**config.mk**
```make
export PLATFORM = sky130hd
export DESIGN_NAME = csr_irq_ctrl
export DESIGN_NICKNAME = d
export VERILOG_FILES = /design/src/rtl/csr_pkg.sv /design/src/rtl/csr_counter64.sv /design/src/rtl/csr_irq_ctrl.sv
export SDC_FILE = /design/constraint.sdc
export NUM_CORES = 1
export LEC_CHECK = 0
export BUFFER_PORTS_ARGS = -buffer_cell sky130_fd_sc_hd__buf_2
export CORE_UTILIZATION = 37
export DETAILED_ROUTE_END_ITERATION = 10
export MAX_ROUTING_LAYER = met4
export PLACE_DENSITY_LB_ADDON = 0.1
export SLEW_MARGIN = 10
export SYNTH_ARGS = -nofsm -noshare
export SYNTH_HDL_FRONTEND = slang
export SYNTH_HIERARCHICAL = 1
export SYNTH_SLANG_ARGS = --single-unit
```
**constraint.sdc**
```tcl
create_clock -name clk -period 4.1 [get_ports clk]
set_input_delay 0.205 -clock clk [delete_from_list [all_inputs] [get_ports clk]]
set_output_delay 0.205 -clock clk [all_outputs]
set_load 0.05 [all_outputs]
```
**src/rtl/csr_pkg.sv**
```systemverilog
// Shared constants for the machine-mode CSR and trap controller: CSR addresses,
// cause codes, mstatus bit positions, mtvec modes and controller states.
package csr_pkg;

  localparam logic [11:0] AddrMstatus  = 12'h300;
  localparam logic [11:0] AddrMie      = 12'h304;
  localparam logic [11:0] AddrMtvec    = 12'h305;
  localparam logic [11:0] AddrMscratch = 12'h340;
  localparam logic [11:0] AddrMepc     = 12'h341;
  localparam logic [11:0] AddrMcause   = 12'h342;
  localparam logic [11:0] AddrMtval    = 12'h343;
  localparam logic [11:0] AddrMip      = 12'h344;
  localparam logic [11:0] AddrMipclr   = 12'h7C0;
  localparam logic [11:0] AddrMcycle   = 12'hB00;
  localparam logic [11:0] AddrMinstret = 12'hB02;
  localparam logic [11:0] AddrMcycleh  = 12'hB80;
  localparam logic [11:0] AddrMinstreth = 12'hB82;

  localparam logic [31:0] CauseEcall  = 32'd11;
  localparam logic [31:0] CauseEbreak = 32'd3;
  localparam logic [4:0]  CodeTimer   = 5'd7;
  localparam logic [4:0]  CodeIrqBase = 5'd16;

  localparam int unsigned MstatusMie  = 3;
  localparam int unsigned MstatusMpie = 7;
  localparam int unsigned CntW        = 64;

  typedef enum logic [1:0] {
    MtvecDirect   = 2'd0,
    MtvecVectored = 2'd1
  } mtvec_mode_e;

  typedef logic [0:0] state_t;
  localparam state_t StRun   = 1'b0;
  localparam state_t StRedir = 1'b1;

endpackage

```
**src/rtl/csr_counter64.sv**
```systemverilog
// 64-bit performance counter; a software write to either half takes priority
// over the increment and suppresses it for the whole counter.
module csr_counter64 import csr_pkg::*; #(
  parameter bit Enable = 1'b1
) (
  input  logic            clk,
  input  logic            rst,
  input  logic [31:0]     wdata,
  input  logic            load_lo,
  input  logic            load_hi,
  input  logic            inc,
  output logic [CntW-1:0] value
);

  logic [CntW-1:0] cnt_q, cnt_d;

  always_comb begin
    cnt_d = cnt_q;
    if (load_lo || load_hi) begin
      if (load_lo) cnt_d[31:0] = wdata;
      if (load_hi) cnt_d[63:32] = wdata;
    end else if (inc) begin
      cnt_d = cnt_q + 64'd1;
    end
  end

  always_ff @(posedge clk) begin
    if (rst || !Enable) cnt_q <= '0;
    else                cnt_q <= cnt_d;
  end

  assign value = cnt_q;

endmodule

```
**src/rtl/csr_irq_ctrl.sv**
```systemverilog
// Machine-mode CSR file and trap controller: sticky platform interrupts, fixed
// priority trap selection, vectored mtvec and a one-cycle PC redirect to fetch.
module csr_irq_ctrl import csr_pkg::*; #(
  parameter int unsigned NUM_IRQ   = 4,
  parameter logic [31:0] RESET_VEC = 32'h0000_0000,
  parameter bit          CNT_EN    = 1'b1
) (
  input  logic               clk,
  input  logic               rst,
  input  logic [31:0]        pc,
  input  logic [31:0]        qa,
  input  logic               retire,
  input  logic [NUM_IRQ-1:0] irq,
  input  logic               ti,
  input  logic [6:0]         csr_op,
  input  logic [4:0]         csr_zimm,
  input  logic [11:0]        csr_addr,
  output logic [31:0]        csr_rdata,
  output logic               int_flag,
  output logic [31:0]        int_addr
);

  localparam logic [31:0] MieMask =
      32'h0000_0888 | (32'((64'd1 << NUM_IRQ) - 64'd1) << 16);

  state_t             st_q, st_d;
  logic               status_mie_q, status_mie_d, status_mpie_q, status_mpie_d;
  logic [31:0]        mie_q, mie_d, mscratch_q, mscratch_d, mepc_q, mepc_d;
  logic [31:0]        mcause_q, mcause_d, mtval_q, mtval_d;
  logic [29:0]        base_q, base_d;
  mtvec_mode_e        mode_q, mode_d;
  logic [NUM_IRQ-1:0] pend_q, pend_d, irq_en;
  logic               mtip_q, int_flag_q, int_flag_d;
  logic [31:0]        int_addr_q, int_addr_d;
  logic [63:0]        mcycle, minstret;

  // Decode is blanked in the redirect cycle: that slot holds a flushed instruction.
  logic run, op_ecall, op_ebreak, op_mret, op_rw, op_rs, op_rc, csr_act;
  assign run       = (st_q == StRun);
  assign op_ecall  = run & ~csr_op[6];
  assign op_ebreak = run & ~csr_op[5];
  assign op_mret   = run & ~csr_op[4];
  assign op_rw     = run & ~csr_op[3];
  assign op_rs     = run & ~csr_op[2];
  assign op_rc     = run & ~csr_op[1];
  assign csr_act   = op_rw | op_rs | op_rc;

  logic [31:0] operand, rd_val, wdata, mip;
  assign operand = csr_op[0] ? qa : {27'b0, csr_zimm};
  assign irq_en  = pend_q & mie_q[16 +: NUM_IRQ];

  always_comb begin
    mip = '0;
    mip[16 +: NUM_IRQ] = pend_q;
    mip[7]  = mtip_q;
    mip[11] = |irq_en;
  end

  always_comb begin
    rd_val = '0;
    case (csr_addr)
      AddrMstatus:   rd_val = {19'b0, 2'b11, 3'b0, status_mpie_q, 3'b0, status_mie_q, 3'b0};
      AddrMie:       rd_val = mie_q;
      AddrMtvec:     rd_val = {base_q, mode_q};
      AddrMscratch:  rd_val = mscratch_q;
      AddrMepc:      rd_val = mepc_q;
      AddrMcause:    rd_val = mcause_q;
      AddrMtval:     rd_val = mtval_q;
      AddrMip:       rd_val = mip;
      AddrMcycle:    rd_val = mcycle[31:0];
      AddrMcycleh:   rd_val = mcycle[63:32];
      AddrMinstret:  rd_val = minstret[31:0];
      AddrMinstreth: rd_val = minstret[63:32];
      default:       rd_val = '0;
    endcase
  end

  assign csr_rdata = csr_act ? rd_val : '0;

  always_comb begin
    if (op_rw)      wdata = operand;
    else if (op_rs) wdata = rd_val | operand;
    else            wdata = rd_val & ~operand;
  end

  // Lowest-numbered enabled platform line wins; timer only when none is pending.
  logic       irq_hit, tim_hit, int_take, exc, trap, mret_take;
  logic [4:0] irq_code, int_code;
  always_comb begin
    irq_hit  = 1'b0;
    irq_code = CodeIrqBase;
    for (int k = 0; k < int'(NUM_IRQ); k++) begin
      if (irq_en[k] && !irq_hit) begin
        irq_hit  = 1'b1;
        irq_code = 5'(16 + k);
      end
    end
  end

  assign tim_hit   = mtip_q & mie_q[7];
  assign exc       = op_ecall | op_ebreak;
  assign int_take  = run & status_mie_q & (irq_hit | tim_hit) & ~exc & ~op_mret;
  assign trap      = exc | int_take;
  assign mret_take = op_mret & ~exc;
  assign int_code  = irq_hit ? irq_code : CodeTimer;

  logic [31:0] trap_cause, trap_vec;
  assign trap_cause = op_ecall  ? CauseEcall :
                      op_ebreak ? CauseEbreak : {1'b1, 26'b0, int_code};
  assign trap_vec   = (int_take && mode_q == MtvecVectored) ?
                      {base_q, 2'b0} + {25'b0, int_code, 2'b0} : {base_q, 2'b0};

  always_comb begin
    status_mie_d  = status_mie_q;
    status_mpie_d = status_mpie_q;
    mie_d         = mie_q;
    base_d        = base_q;
    mode_d        = mode_q;
    mscratch_d    = mscratch_q;
    mepc_d        = mepc_q;
    mcause_d      = mcause_q;
    mtval_d       = mtval_q;
    pend_d        = pend_q;
    st_d          = StRun;
    int_flag_d    = 1'b1;
    int_addr_d    = int_addr_q;
    if (csr_act) begin
      case (csr_addr)
        AddrMstatus: begin
          status_mie_d  = wdata[MstatusMie];
          status_mpie_d = wdata[MstatusMpie];
        end
        AddrMie:      mie_d = wdata & MieMask;
        AddrMtvec: begin
          base_d = wdata[31:2];
          mode_d = (wdata[1:0] == 2'd1) ? MtvecVectored : MtvecDirect;
        end
        AddrMscratch: mscratch_d = wdata;
        AddrMepc:     mepc_d = {wdata[31:2], 2'b0};
        AddrMcause:   mcause_d = wdata;
        AddrMtval:    mtval_d = wdata;
        AddrMipclr:   pend_d = pend_q & ~wdata[16 +: NUM_IRQ];
        default: ;
      endcase
    end
    pend_d = pend_d | ~irq;
    // Trap and mret updates override any same-cycle software write to these CSRs.
    if (trap) begin
      mepc_d        = {pc[31:2], 2'b0};
      mcause_d      = trap_cause;
      mtval_d       = (op_ebreak && !op_ecall) ? pc : 32'h0;
      status_mpie_d = status_mie_q;
      status_mie_d  = 1'b0;
      st_d          = StRedir;
      int_flag_d    = 1'b0;
      int_addr_d    = trap_vec;
    end else if (mret_take) begin
      status_mie_d  = status_mpie_q;
      status_mpie_d = 1'b1;
      st_d          = StRedir;
      int_flag_d    = 1'b0;
      int_addr_d    = mepc_q;
    end
  end

  always_ff @(posedge clk) begin
    if (rst) begin
      st_q          <= StRun;
      status_mie_q  <= 1'b0;
      status_mpie_q <= 1'b0;
      mie_q         <= '0;
      base_q        <= RESET_VEC[31:2];
      mode_q        <= (RESET_VEC[1:0] == 2'd1) ? MtvecVectored : MtvecDirect;
      mscratch_q    <= '0;
      mepc_q        <= '0;
      mcause_q      <= '0;
      mtval_q       <= '0;
      pend_q        <= '0;
      mtip_q        <= 1'b0;
      int_flag_q    <= 1'b1;
      int_addr_q    <= '0;
    end else begin
      st_q          <= st_d;
      status_mie_q  <= status_mie_d;
      status_mpie_q <= status_mpie_d;
      mie_q         <= mie_d;
      base_q        <= base_d;
      mode_q        <= mode_d;
      mscratch_q    <= mscratch_d;
      mepc_q        <= mepc_d;
      mcause_q      <= mcause_d;
      mtval_q       <= mtval_d;
      pend_q        <= pend_d;
      mtip_q        <= ~ti;
      int_flag_q    <= int_flag_d;
      int_addr_q    <= int_addr_d;
    end
  end

  assign int_flag = int_flag_q;
  assign int_addr = int_addr_q;

  csr_counter64 #(.Enable(CNT_EN)) u_mcycle (
    .clk     (clk),
    .rst     (rst),
    .wdata   (wdata),
    .load_lo (csr_act && csr_addr == AddrMcycle),
    .load_hi (csr_act && csr_addr == AddrMcycleh),
    .inc     (1'b1),
    .value   (mcycle)
  );

  csr_counter64 #(.Enable(CNT_EN)) u_minstret (
    .clk     (clk),
    .rst     (rst),
    .wdata   (wdata),
    .load_lo (csr_act && csr_addr == AddrMinstret),
    .load_hi (csr_act && csr_addr == AddrMinstreth),
    .inc     (retire),
    .value   (minstret)
  );

endmodule

```
==> impl_metrics.yaml <==
outcome:
  run_status: "finished clean"
cells_and_area:
  sequential_cell_area_sq_um: 6630
  area_growth_pct: 18.1
  final_net_count: 2917
  finish.instance_area_sq_um: 24600
  post_route_cells_drive_above_1_share: 0.163
  layout.filler_cells: 5551
  multiInputGateArea_sq_um: 13200
synth:
  netlist_top_cells_area: "dfxtp_1 32%, a211oi_1 5.1%, nor2_1 4.3%"
  postSynthAreaPerCell_sq_um: 7.87
  synth_sequential_area_ratio: 0.318
  yosysUniqueCellTypes: 98
  synth-main-ff-cell: "dfxtp_1"
  synth.ff_latch_count: 331
  synthesis.yosys.warnings: 6
  synth.most_common_cell: "dfxtp_1"
  synth_largest_area_cell: "dfxtp_1"
  syn_inst: 2651
  yosysTopAreaCellShare: 0.318
  synthArstFlopShare: 0
  post_synth_instance_area_sq_um: 20900
  synth_top_cells_by_count: "331 x dfxtp_1, 241 x nor2_1, 228 x nand2_1"
  number_of_enable_type_register_cells_in_the_synthesized_netlist: 0
setup_path:
  worst-r2r-setup-slack_ns: 0.58
  worstPathRequired_ns: 4.54
  critPathKind: "in2reg"
  rr_worst_depth: 9
  largest_fanout_on_the_critical_path: 26
  worst_setup_path_end_kind: "register"
  worstSetupStartpointType: "input pin"
  r2r-end: "u_mcycle/value[12]"
  cp_data_arrival_time_ns: 4.08
  rr_startpoint: "mcause_q[12]"
timing:
  slew_headroom: 0.144
  timing.final.crit_period_ns: 3.64
  drv_slew: 0
  rsz0062_at_grt: "false"
  max_slew.worst_pin.slew_ns: 1.28
  fmax_mhz: 275
  clock_skew_ns: 0.0280
  report.final.hold_viol_count: 0
  timing.final.setup_violations: 0
  fin_crit_sh: 0.888
  setup_slack_ns: 0.457
routing:
  remaining_drc_errors: 0
  vias: 23703
  drt.antenna.violating_nets: 0
  detailedRoute.firstIterationViolations: 2559
  vias_per_cell: 6.60
  finalWirelength_mm: 111
  first_pass_iters: 6
  routedWlPerCell_microns: 31.0
die:
  floorplan.core_area_sq_um: 55400
  die_height_microns: 239
  initial_utilization: 0.376
  floorplan.die.width_microns: 239
  row_count: 86
  fp.dieArea_sq_um: 57300
  ios: 161
global_routing:
  overflow: 0
  grt_max_degree: 83
  grt_first_pass_wirelength_mm: 159
  grt_usage: 0.393
  first_global_vias: 22071
  antenna_found_initial: 5
clock_network:
  numCtsBuffers: 42
  tritoncts: "built"
  htreeDepth: 2
  insertion_delay_ns: 0.60
  cts_sinks: 331
  max-clock-path-buffers: 3
  cts-root-buf: "clkbuf_16"
  cts.reportedPaths.clkPinSlew_ns: 0.06
  post_cts.resized_instances: 0
hold_path:
  whs_path_cells: 4
  worst_hold_startpoint: "csr_op[5]"
  timing.hold.worst_endpoint: "mtval_q[0]"
  worst_hold_path_class: "in2reg"
place:
  gp_congestion: 1.02
  dpl_worst_slack_ns: 0.0636
  dpl-instance-area_sq_um: 22800
  port_buffer_count: 158
  post-dp-hpwl_mm: 83.6
pwr:
  power-per-cell-area_nw_per_um2: 335
  leakagePower_uw: 0.00887
  peak_supply_drop_mv: 0.259
flow_run:
  maxCapViolCount: 0
==> final cells by class <==
cell class / instances / area share
antenna: 2 / 0.000203
clock buffer: 59 / 0.0493
clock inverter: 13 / 0.00574
inverter: 67 / 0.0102
multi-input combinational: 2041 / 0.536
sequential: 331 / 0.269
tap: 748 / 0.0380
timing repair buffer: 331 / 0.0914
==> sequential cells by signal (all words and copies together), names as in the netlist <==
register / cells
base_q: 30
int_addr: 30
int_flag: 1
mcause_q: 32
mepc_q: 30
mie_q: 7
mode_q: 1
mscratch_q: 32
mtip_q: 1
mtval_q: 32
pend_q: 4
st_q: 1
status_mie_q: 1
status_mpie_q: 1
u_mcycle/value: 64
u_minstret/value: 64
==> cells in the final DEF, fill, tap and decap left out, types with 49 or more instances in the layout <==
| cell | synthesis | routed |
|---|---|---|
| nand3_1 | 104 | 104 |
| buf_4 | 5 | 128 |
| a31oi_1 | 49 | 49 |
| nor4_1 | 51 | 50 |
| inv_1 | 65 | 65 |
| buf_2 | 42 | 157 |
| a211oi_1 | 143 | 143 |
| mux2i_1 | 51 | 51 |
| o21ai_0 | 149 | 149 |
| nor2_1 | 241 | 237 |
| a21oi_1 | 127 | 124 |
| nand2_1 | 228 | 228 |
| nand4_1 | 89 | 89 |
| dfxtp_1 | 331 | 331 |
| and3_1 | 62 | 62 |
==> cell families (layout without fill, tap and decap cells) <==
kind of cell,after synthesis,after routing,synth area share
adders and majority gates,7,7,0.00456
xor gates and xnor gates,52,52,0.0218
other,2,11,0.000360
buffers and inverters,286,470,0.0556
muxes,86,86,0.0466
and+or+nand+nor,1062,1062,0.275
DFF,331,331,0.318
AOI/OAI and AO/OA,825,825,0.279
==> power by group <==
group / leakage (uW) / internal, uW / switching (uW) / total [uW]
clock network: 0.000678 / 2190 / 1600 / 3790
registers: 0.00268 / 3290 / 90.6 / 3380
logic: 0.00550 / 308 / 755 / 1060
==> metal layers <==
metal / global-route usage / part of all wire / vias up / routed length, microns
met2: 0.629 / 0.47 / 1319 / 51800
met3: 0.0558 / 0.077 / 334 / 8540
met1: 0.477 / 0.40 / 11584 / 44200
met4: 0.210 / 0.061 / 0 / 6790
met5: - / 0 / - / 0
li1: - / - / 10466 / -
==> how the worst max path moves through the flow <==
stage,endpoint,cells past startpoint,startpoint
2_1_floorplan,u_mcycle/value[59],13,csr_addr[3]
3_3_place_gp,u_minstret/value[12],11,csr_addr[0]
3_5_place_dp,u_mcycle/value[12],11,csr_addr[0]
4_1_cts,u_mcycle/value[12],11,csr_addr[0]
5_1_grt,u_mcycle/value[12],11,csr_addr[0]
6_report,u_mcycle/value[12],11,csr_addr[0]
==> metrics by stage <==
| stage | util | setup TNS, ns | cells | hold WS, ns | power (uW) |
|---|---|---|---|---|---|
| final | 0.444 | 0 | 3592 | 0.115 | 8240 |
| after CTS | 0.444 | 0 | 3590 | 0.0841 | 8240 |
| after global placement | 0.412 | -0.00724 | 3477 | 0.359 | 4450 |
| after detailed placement | 0.412 | 0 | 3477 | 0.359 | 4450 |
| after floorplan | - | 0 | 2658 | 0.272 | 3980 |
| after global routing | 0.444 | 0 | 3591 | 0.133 | 8430 |
==> worst max-delay path, stage by stage <==
cell and delay (ns):
buf_2 0.20, buf_4 0.46, mux2_2 0.39, a32o_1 0.27, a221o_1 0.34, a2111oi_0 0.91, buf_4 0.26, o22a_1 0.41
inv_1 0.26, a211oi_1 0.26, nor3_1 0.08
==> repair_timing <==
item | 4_1_cts | 5_1_grt
hold endpoints to repair | 71 | 0
hold buffers | 41 | 0
buffers inserted | 0 | 0
Note: power is estimated with default switching activity, not from simulation.
